--- src/rtl/pong_ball_ctrl.sv ---
// Pong ball engine: moves the ball once per frame_tick, bounces it off walls and
// paddles, awards points on a miss and sequences serve / hold / game-over.
module pong_ball_ctrl #(
  parameter int unsigned SCREEN_W    = 640,
  parameter int unsigned SCREEN_H    = 480,
  parameter int unsigned BALL_HALF   = 5,
  parameter int unsigned SPEED_X     = 3,
  parameter int unsigned SPEED_Y     = 2,
  parameter int unsigned LPAD_FACE_X = 100,
  parameter int unsigned RPAD_FACE_X = 540,
  parameter int unsigned PAD_HALF    = 20,
  parameter int unsigned HOLD_FRAMES = 60,
  parameter int unsigned WIN_SCORE   = 9
) (
  input  logic       clk,
  input  logic       reset,
  input  logic       frame_tick,
  input  logic       serve,
  input  logic [9:0] left_pad_y_pos,
  input  logic [9:0] right_pad_y_pos,
  output logic [9:0] ball_x_pos,
  output logic [9:0] ball_y_pos,
  output logic [3:0] left_score,
  output logic [3:0] right_score,
  output logic       paddle_hit,
  output logic       point_scored,
  output logic       game_over
);

  localparam int unsigned HoldW = (HOLD_FRAMES > 1) ? $clog2(HOLD_FRAMES) : 1;

  localparam logic [9:0]       CenterX  = 10'(SCREEN_W / 2);
  localparam logic [9:0]       CenterY  = 10'(SCREEN_H / 2);
  localparam logic [10:0]      Bh       = 11'(BALL_HALF);
  localparam logic [10:0]      SpdX     = 11'(SPEED_X);
  localparam logic [10:0]      SpdY     = 11'(SPEED_Y);
  localparam logic [10:0]      LFace    = 11'(LPAD_FACE_X);
  localparam logic [10:0]      RFace    = 11'(RPAD_FACE_X);
  localparam logic [10:0]      XMax     = 11'(SCREEN_W - 1 - BALL_HALF);
  localparam logic [10:0]      YMax     = 11'(SCREEN_H - 1 - BALL_HALF);
  localparam logic [10:0]      PadReach = 11'(PAD_HALF + BALL_HALF);
  localparam logic [HoldW-1:0] HoldLast = HoldW'(HOLD_FRAMES - 1);
  localparam logic [3:0]       WinVal   = 4'(WIN_SCORE);

  typedef enum logic [1:0] {StIdle, StPlay, StScored, StGameOver} state_e;

  state_e           state_q;
  logic             dir_right_q;
  logic             dir_down_q;
  logic [HoldW-1:0] hold_q;

  logic [10:0] x, y, lpad, rpad, dy_l, dy_r;
  logic [9:0]  x_next, y_next;
  logic        dir_down_next;
  logic        overlap_l, overlap_r, r_face, l_face, r_miss, l_miss;
  logic [3:0]  ls_inc, rs_inc;

  assign x    = {1'b0, ball_x_pos};
  assign y    = {1'b0, ball_y_pos};
  assign lpad = {1'b0, left_pad_y_pos};
  assign rpad = {1'b0, right_pad_y_pos};

  // Absolute differences keep the overlap test free of underflow.
  assign dy_l      = (y >= lpad) ? y - lpad : lpad - y;
  assign dy_r      = (y >= rpad) ? y - rpad : rpad - y;
  assign overlap_l = (dy_l <= PadReach);
  assign overlap_r = (dy_r <= PadReach);

  // A face only bounces a ball arriving from the open side of the paddle.
  assign r_face = dir_right_q && (x + Bh < RFace) && (x + Bh + SpdX >= RFace) && overlap_r;
  assign l_face = !dir_right_q && (x > LFace + Bh) && (x <= LFace + Bh + SpdX) && overlap_l;
  assign r_miss = dir_right_q && !r_face && (x + SpdX > XMax);
  assign l_miss = !dir_right_q && !l_face && (x < Bh + SpdX);

  assign ls_inc = left_score + 4'd1;
  assign rs_inc = right_score + 4'd1;

  always_comb begin
    x_next = 10'(x + SpdX);
    if (r_face) begin
      x_next = 10'(RFace - Bh - 11'd1);
    end else if (l_face) begin
      x_next = 10'(LFace + Bh + 11'd1);
    end else if (!dir_right_q) begin
      x_next = 10'(x - SpdX);
    end
  end

  always_comb begin
    y_next        = 10'(y + SpdY);
    dir_down_next = dir_down_q;
    if (!dir_down_q) begin
      if (y < Bh + SpdY) begin
        y_next        = 10'(Bh);
        dir_down_next = 1'b1;
      end else begin
        y_next = 10'(y - SpdY);
      end
    end else if (y + SpdY > YMax) begin
      y_next        = 10'(YMax);
      dir_down_next = 1'b0;
    end
  end

  always_ff @(posedge clk) begin
    if (reset) begin
      state_q      <= StIdle;
      ball_x_pos   <= CenterX;
      ball_y_pos   <= CenterY;
      dir_right_q  <= 1'b1;
      dir_down_q   <= 1'b1;
      left_score   <= '0;
      right_score  <= '0;
      paddle_hit   <= 1'b0;
      point_scored <= 1'b0;
      game_over    <= 1'b0;
      hold_q       <= '0;
    end else begin
      paddle_hit   <= 1'b0;
      point_scored <= 1'b0;
      unique case (state_q)
        StIdle: begin
          if (serve) state_q <= StPlay;
        end
        StPlay: begin
          if (frame_tick) begin
            if (r_miss || l_miss) begin
              // The y step of this tick is dropped; dir_y carries into the next serve.
              point_scored <= 1'b1;
              ball_x_pos   <= CenterX;
              ball_y_pos   <= CenterY;
              dir_right_q  <= r_miss;
              hold_q       <= '0;
              if (r_miss) begin
                left_score <= ls_inc;
                game_over  <= (ls_inc == WinVal);
                state_q    <= (ls_inc == WinVal) ? StGameOver : StScored;
              end else begin
                right_score <= rs_inc;
                game_over   <= (rs_inc == WinVal);
                state_q     <= (rs_inc == WinVal) ? StGameOver : StScored;
              end
            end else begin
              ball_x_pos <= x_next;
              ball_y_pos <= y_next;
              dir_down_q <= dir_down_next;
              if (r_face || l_face) begin
                dir_right_q <= l_face;
                paddle_hit  <= 1'b1;
              end
            end
          end
        end
        StScored: begin
          if (frame_tick) begin
            if (hold_q == HoldLast) begin
              state_q <= StPlay;
              hold_q  <= '0;
            end else begin
              hold_q <= hold_q + HoldW'(1);
            end
          end
        end
        StGameOver: begin
          if (serve) begin
            state_q     <= StPlay;
            left_score  <= '0;
            right_score <= '0;
            game_over   <= 1'b0;
          end
        end
        default: state_q <= StIdle;
      endcase
    end
  end

endmodule

--- config.mk ---
export PLATFORM = sky130hd
export DESIGN_NAME = pong_ball_ctrl
export DESIGN_NICKNAME = d
export VERILOG_FILES = /design/src/rtl/pong_ball_ctrl.sv
export SDC_FILE = /design/constraint.sdc
export NUM_CORES = 1
export LEC_CHECK = 0
export CORE_MARGIN = 5
export CORE_UTILIZATION = 55
export CTS_BUF_LIST = sky130_fd_sc_hd__clkbuf_16
export DETAILED_ROUTE_END_ITERATION = 7
export MAX_ROUTING_LAYER = met4
export PLACE_DENSITY = 0.8
export SLEW_MARGIN = 40
export SYNTH_ARGS = -nofsm -noshare
export SYNTH_HDL_FRONTEND = slang
export SYNTH_SLANG_ARGS = --single-unit
--- constraint.sdc ---
create_clock -name clk -period 4.6 [get_ports clk]
set_clock_uncertainty 0.1 [all_clocks]
set_input_delay 1.15 -clock clk [delete_from_list [all_inputs] [get_ports clk]]
set_output_delay 1.15 -clock clk [all_outputs]
set_load 0.05 [all_outputs]
## Word-level counts from Yosys, hierarchy flattened

Index checks and enable logic that the tools add are counted.

| storage, ports and cells | value |
|---|---|
| register bits | 41 |
| output and inout port bits | 31 |
| logic and storage cells | 128 |

| operators by class | value |
|---|---|
| add/subtract/negate cells | 13 |
| magnitude comparators | 12 |
| eq/ne operators | 14 |
| mux-type cells | 45 |
| bitwise logic cells | 3 |
| reductions and logical operators | 30 |

Operators by type and width:

| cell | number |
|---|---|
| 2-to-1 mux 10 bit | 8 |
| subtractor 10 x 10 -> 11 bit | 4 |
| 2-to-1 mux 4 bit | 7 |
| 2-to-1 mux 6 bit | 4 |
| adder 10 x 2 -> 11 bit (second input constant) | 2 |
| less-or-equal comparator 11 x 5 -> 1 bit (second input constant) | 2 |
| 2-to-1 mux 11 bit | 2 |
| greater-or-equal comparator 10 bit | 2 |
| subtractor 10 x 2 -> 10 bit (second input constant) | 2 |
| case mux 4 bit (2 select lines) | 2 |
| AND reduction 5 bit | 3 |
| 2-to-1 mux 1 bit | 14 |
| inequality test 2 bit (second input constant) | 7 |
| case mux 6 bit (2 select lines) | 1 |
| adder 10 x 3 -> 11 bit (second input constant) | 1 |
| adder 11 x 2 -> 11 bit (second input constant) | 1 |
| greater-or-equal comparator 11 x 10 -> 1 bit (second input constant) | 1 |
| greater-than comparator 11 x 10 -> 1 bit (second input constant) | 1 |
| greater-than comparator 11 x 9 -> 1 bit (second input constant) | 1 |
| less-than comparator 11 x 10 -> 1 bit (second input constant) | 1 |
| greater-than comparator 10 x 7 -> 1 bit (second input constant) | 1 |
| less-or-equal comparator 10 x 7 -> 1 bit (second input constant) | 1 |
| logical AND 1 bit | 10 |
| less-than comparator 10 x 3 -> 1 bit (second input constant) | 1 |
| other kinds (22) | 38 |

## Depth between registers and ports, before layout

| depth | value |
|---|---|
| word-level depth | 12 |
| mapped depth | 13 |
| gate-level depth less buffers | 13 |

## Worst setup path before layout

OpenSTA, ideal clock, no wires.

| path | value |
|---|---|
| path kind | input port to flip-flop |
| start | in right_pad_y_pos[8] |
| end | reg dir_right_q |
| setup time | 0.120 ns |
| arrival | 4.025 ns |
| setup slack | 0.355 ns |
| stages | 12 |
| path buffers | 1 |
| path through | inv_1 > ha_1 > buf_6 > a21o_1 > a21oi_2 > or3b_4 > or2_4 > o32a_1 > or4_4 > nor4_1 > nand3b_1 > a211o_1 |

| between the ends | value |
|---|---|
| cells in the longest elaborated chain, start to end | 10 |
| elaborated cells on any way between the ends | 14 |
| those cells by class | 2 x add/sub; 2 x order compare; 2 x mux; 8 x reduce/logical |

Ends and longest elaborated chain:

| item | RTL line | RTL |
|---|---|---|
| start, declared | 20 | `input logic [9:0] right_pad_y_pos,` |
| subtractor 10 x 10 -> 11 bit / greater-or-equal comparator 10 bit (equally long branches) | 65 | `assign dy_r = (y >= rpad) ? y - rpad : rpad - y;` |
| 2-to-1 mux 11 bit * | 65 |  |
| less-or-equal comparator 11 x 5 -> 1 bit * | 67 | `assign overlap_r = (dy_r <= PadReach);` |
| logical AND 1 bit * | 70 | `assign r_face = dir_right_q && (x + Bh < RFace) && (x + Bh + SpdX >= RFace) && overlap_r;` |
| logical NOT 1 bit | 72 | `assign r_miss = dir_right_q && !r_face && (x + SpdX > XMax);` |
| logical AND 1 bit (2 in a row) | 72 |  |
| logical OR 1 bit | 127 | `if (r_miss \|\| l_miss) begin` |
| nonzero test 2 bit (no source line) | - |  |
| AND reduction 3 bit (no source line) | - |  |
| end signal, assigned | 132 | `dir_right_q <= r_miss;` |
| end signal, assigned | 148 | `dir_right_q <= l_face;` |
| end, declared | 48 | `logic dir_right_q;` |

Every way passes the cells marked *; elsewhere a longest branch is shown, timed or not.
A chain may end at the register's enable or synchronous reset.

## Worst setup path after layout

| path | value |
|---|---|
| start | in right_pad_y_pos[8] |
| end | reg ball_x_pos[5] |

| between the ends | value |
|---|---|
| cells in the longest elaborated chain, start to end | 9 |
| elaborated cells on any way between the ends | 12 |
| those cells by class | 2 x add/sub; 2 x order compare; 3 x mux; 5 x reduce/logical |

Ends and longest elaborated chain:

| item | RTL line | RTL |
|---|---|---|
| subtractor 10 x 10 -> 11 bit / greater-or-equal comparator 10 bit (equally long branches) | 65 |  |
| 2-to-1 mux 11 bit * | 65 |  |
| less-or-equal comparator 11 x 5 -> 1 bit * | 67 |  |
| logical AND 1 bit * | 70 |  |
| logical NOT 1 bit | 72 |  |
| logical AND 1 bit (2 in a row) | 72 |  |
| logical OR 1 bit | 127 |  |
| 2-to-1 mux 10 bit * | 127 |  |
| end signal, assigned | 108 | `ball_x_pos <= CenterX;` |
| end signal, assigned | 130 | `ball_x_pos <= CenterX;` |
| end signal, assigned | 144 | `ball_x_pos <= x_next;` |
| end, declared | 21 | `output logic [9:0] ball_x_pos,` |

Marked as above.

==> out/results.txt <==
status -> complete, no violations
gpl congestion -> 1.01
Netlist cell types -> 79
hold slack final -> 383 ps
fmax -> 0.223 GHz
final hold viol count -> 0
Yosys warning count -> 0
power density cells -> 246 nW/µm²
clk sinks -> 41
Slew @ Worst Pin -> 709 ps
port buffer count -> 54
crit-path leading delay family -> simple AND/OR/NAND/NOR gates
Sequential Area -> 821 µm²
synthesized flop and latch total -> 41
Mapped Avg Cell Area -> 7.04 µm²
Hold Path Class -> reg -> reg
Detailed Route WL -> 17000 µm
first-pass GRT wire length -> 28500 µm
Final Cycle Share -> 0.974
H-tree depth -> 2
maxcap violations -> 0
fin crit period -> 4480 ps
DRT iter0 DRCs -> 611
clk root buf -> clkbuf_16
initial antenna violation count -> 0
ratio of cells with drive above 1 in the final layout -> 0.119
TritonCTS Buffers -> 5
final setup margin -> 119 ps
CP Capture Type -> flip-flop
CTS tree -> yes
Pre-antenna DRT Iters -> 5
CP cell instances -> clkdlybuf4s50_1, inv_1, ha_1, buf_4, nand4_1, nor3_2, or3b_4, or2_4, o32a_1, or4_4, and4bb_2, o21ai_1, a31o_1
Yosys top cell area share -> 0.148
cells after synthesis -> 789
Worst path max stage delay -> 540 ps
final net count -> 956
sequential-to-total area share from yosys stat -> 0.148
Post-Route Utilization -> 0.692
wire length per cell -> 16.9 µm
grt ovf -> 0
commonest cells after routing, fill and taps aside -> buf_4 (73), nor2_1 (69), nand2_1 (67)
crit path buf inv count -> 3
ANT cells -> 0
largest net degree at the start of global routing -> 26
top_reg_cell synth -> dfxtp_1
Antenna Nets Post-Route -> 0
slew margin rel. -> 0.525
core area -> 9820 µm²
Syn Std Cell Area -> 5550 µm²
DP Worst Slack -> -244 ps
clk buf depth -> 2
Setup CP Type -> in -> reg
syn_nets -> 870
Residual DRC -> 0
Setup-failing EPs final -> 0
clock slew at reported path FFs -> 60 ps
crit path DAT -> 4550 ps
via-per-instance ratio -> 6.34
row count -> 36
Filler Cell Count -> 875
Vias -> 6393
vias in the first global route -> 6046
number of synthesized flops with an enable pin -> 0
die width -> 110 µm
FFs w/ async S/R, synth -> 0
DP HPWL -> 13100 µm
Slew Limit Fails -> 0
multi-input logic area -> 4350 µm²
area delta synth->final -> 22.3%
most common cell after layout, fill and taps aside -> buf_4
crit start category -> input pin
CP required -> 4670 ps
Pleak -> 2.88 nW
GRT Overall Usage -> 0.273
number of setup buffers added after CTS -> 0
die height -> 110 µm
Slowest-stage cell, CP -> or4_4
top post-synthesis cells by area -> dfxtp_1 (15%), ha_1 (12%), a21oi_1 (5.7%), nor2_1 (4.7%), nand2_1 (4.5%)
Initial Util -> 0.565
Worst-Skew Late Latency -> 280 ps
Max FO, Critical Path -> 5
dominant cell type by area after synthesis -> dfxtp_1
Die ar. -> 12200 µm²
peak supply drop -> 0.249 mV
# IOs -> 55
-- timing repair --
action | 4_1_cts | 5_1_grt
resized for setup | 0 | 7
setup endpoints to repair | 0 | 5
hold buffers | 0 | 0
-- where the power goes --
part           total, mW  switching [mW]  internal, mW
Combinational      0.907           0.541         0.366
Sequential         0.431          0.0497         0.381
Clock              0.330           0.134         0.197
Total               1.67           0.724         0.945
-- metrics by stage --
step | total power, mW | instances | area (µm²) | TNS [ps]
global route | 1.79 | 1009 | 6790 | -7.90
floorplan | 1.05 | 789 | 5550 | 0
finish | 1.67 | 1009 | 6790 | 0
detailed placement | 1.32 | 1001 | 6620 | -1500
global placement | 1.29 | 1001 | 6620 | -652
CTS | 1.65 | 1009 | 6760 | 0
-- tightest hold or removal path: stages, from the launching register on --
cell and delay [ps]:
dfxtp_1 320, nand2_1 60, a21oi_1 50
-- layer usage --
layer  track usage  vias to the layer above  share of wire
li1              -                     3080              -
met1         0.361                     2959           0.44
met4        0.0813                        0          0.031
met5             -                        -              0
met2         0.440                      303           0.46
met3        0.0290                       51          0.068
-- cell usage after synthesis, drive strengths merged (4+ instances only) --
library cell   n
a2bb2oi        5
o31ai          6
xor2           8
nor4          12
o21ai         48
dfxtp         41
or4            9
nor3          26
xnor2         18
a221oi         4
nand3         15
nand2         67
ha            53
o22ai         10
o311a          4
fa             4
or2            7
nand3b         6
o21a           6
a21oi         64
a211oi        12
a21o          20
nand2b        10
or3           10
o221ai         4
a311oi         4
a221o          5
buf            8
nor3b          6
o211ai        10
clkbuf        40
mux2i         10
inv           61
and3           7
and2           6
a31oi         10
nor2b         13
nor2          69
a22oi          7
nand4         13
-- area by class of cell --
| cell class | instances | share of cell area |
|---|---|---|
| clock inverters | 3 | 0.00203 |
| flip-flops and latches | 41 | 0.121 |
| repair buffers | 127 | 0.160 |
| clock buffers | 5 | 0.0184 |
| inverters | 61 | 0.0337 |
| multi-input cells | 639 | 0.641 |
| well taps | 133 | 0.0245 |
-- worst paths after layout --
kind | cells past startpoint | slack, ps | end | start
worst max-delay path | 13 | 120 | ball_x_pos[5] | right_pad_y_pos[8]
worst min-delay path | 2 | 380 | hold_q[5] | hold_q[5]
worst max register to register | 13 | 740 | ball_x_pos[5] | ball_y_pos[0]
worst min register to register | 2 | 380 | hold_q[5] | hold_q[5]
-- state kept, by name, summed over array words and instances (netlist names) --
name	cells
ball_x_pos	10
ball_y_pos	10
hold_q	6
left_score	4
right_score	4
state_q	2
dir_down_q	1
dir_right_q	1
game_over	1
paddle_hit	1
point_scored	1
-- kinds of logic (layout without fill, tap and decap cells) --
kind of cell / Yosys count / in the layout / synth area share
XOR/XNOR: 26 / 26 / 0.0410
AND/OR/NAND/NOR: 288 / 288 / 0.267
buffers and inverters: 109 / 196 / 0.0757
multiplexers: 11 / 11 / 0.0201
adder cells (fa/ha/maj): 57 / 57 / 0.134
AO/OA/AOI/OAI: 257 / 257 / 0.315
flip-flops: 41 / 41 / 0.148
No activity file was read; power rests on OpenSTA's default activity.
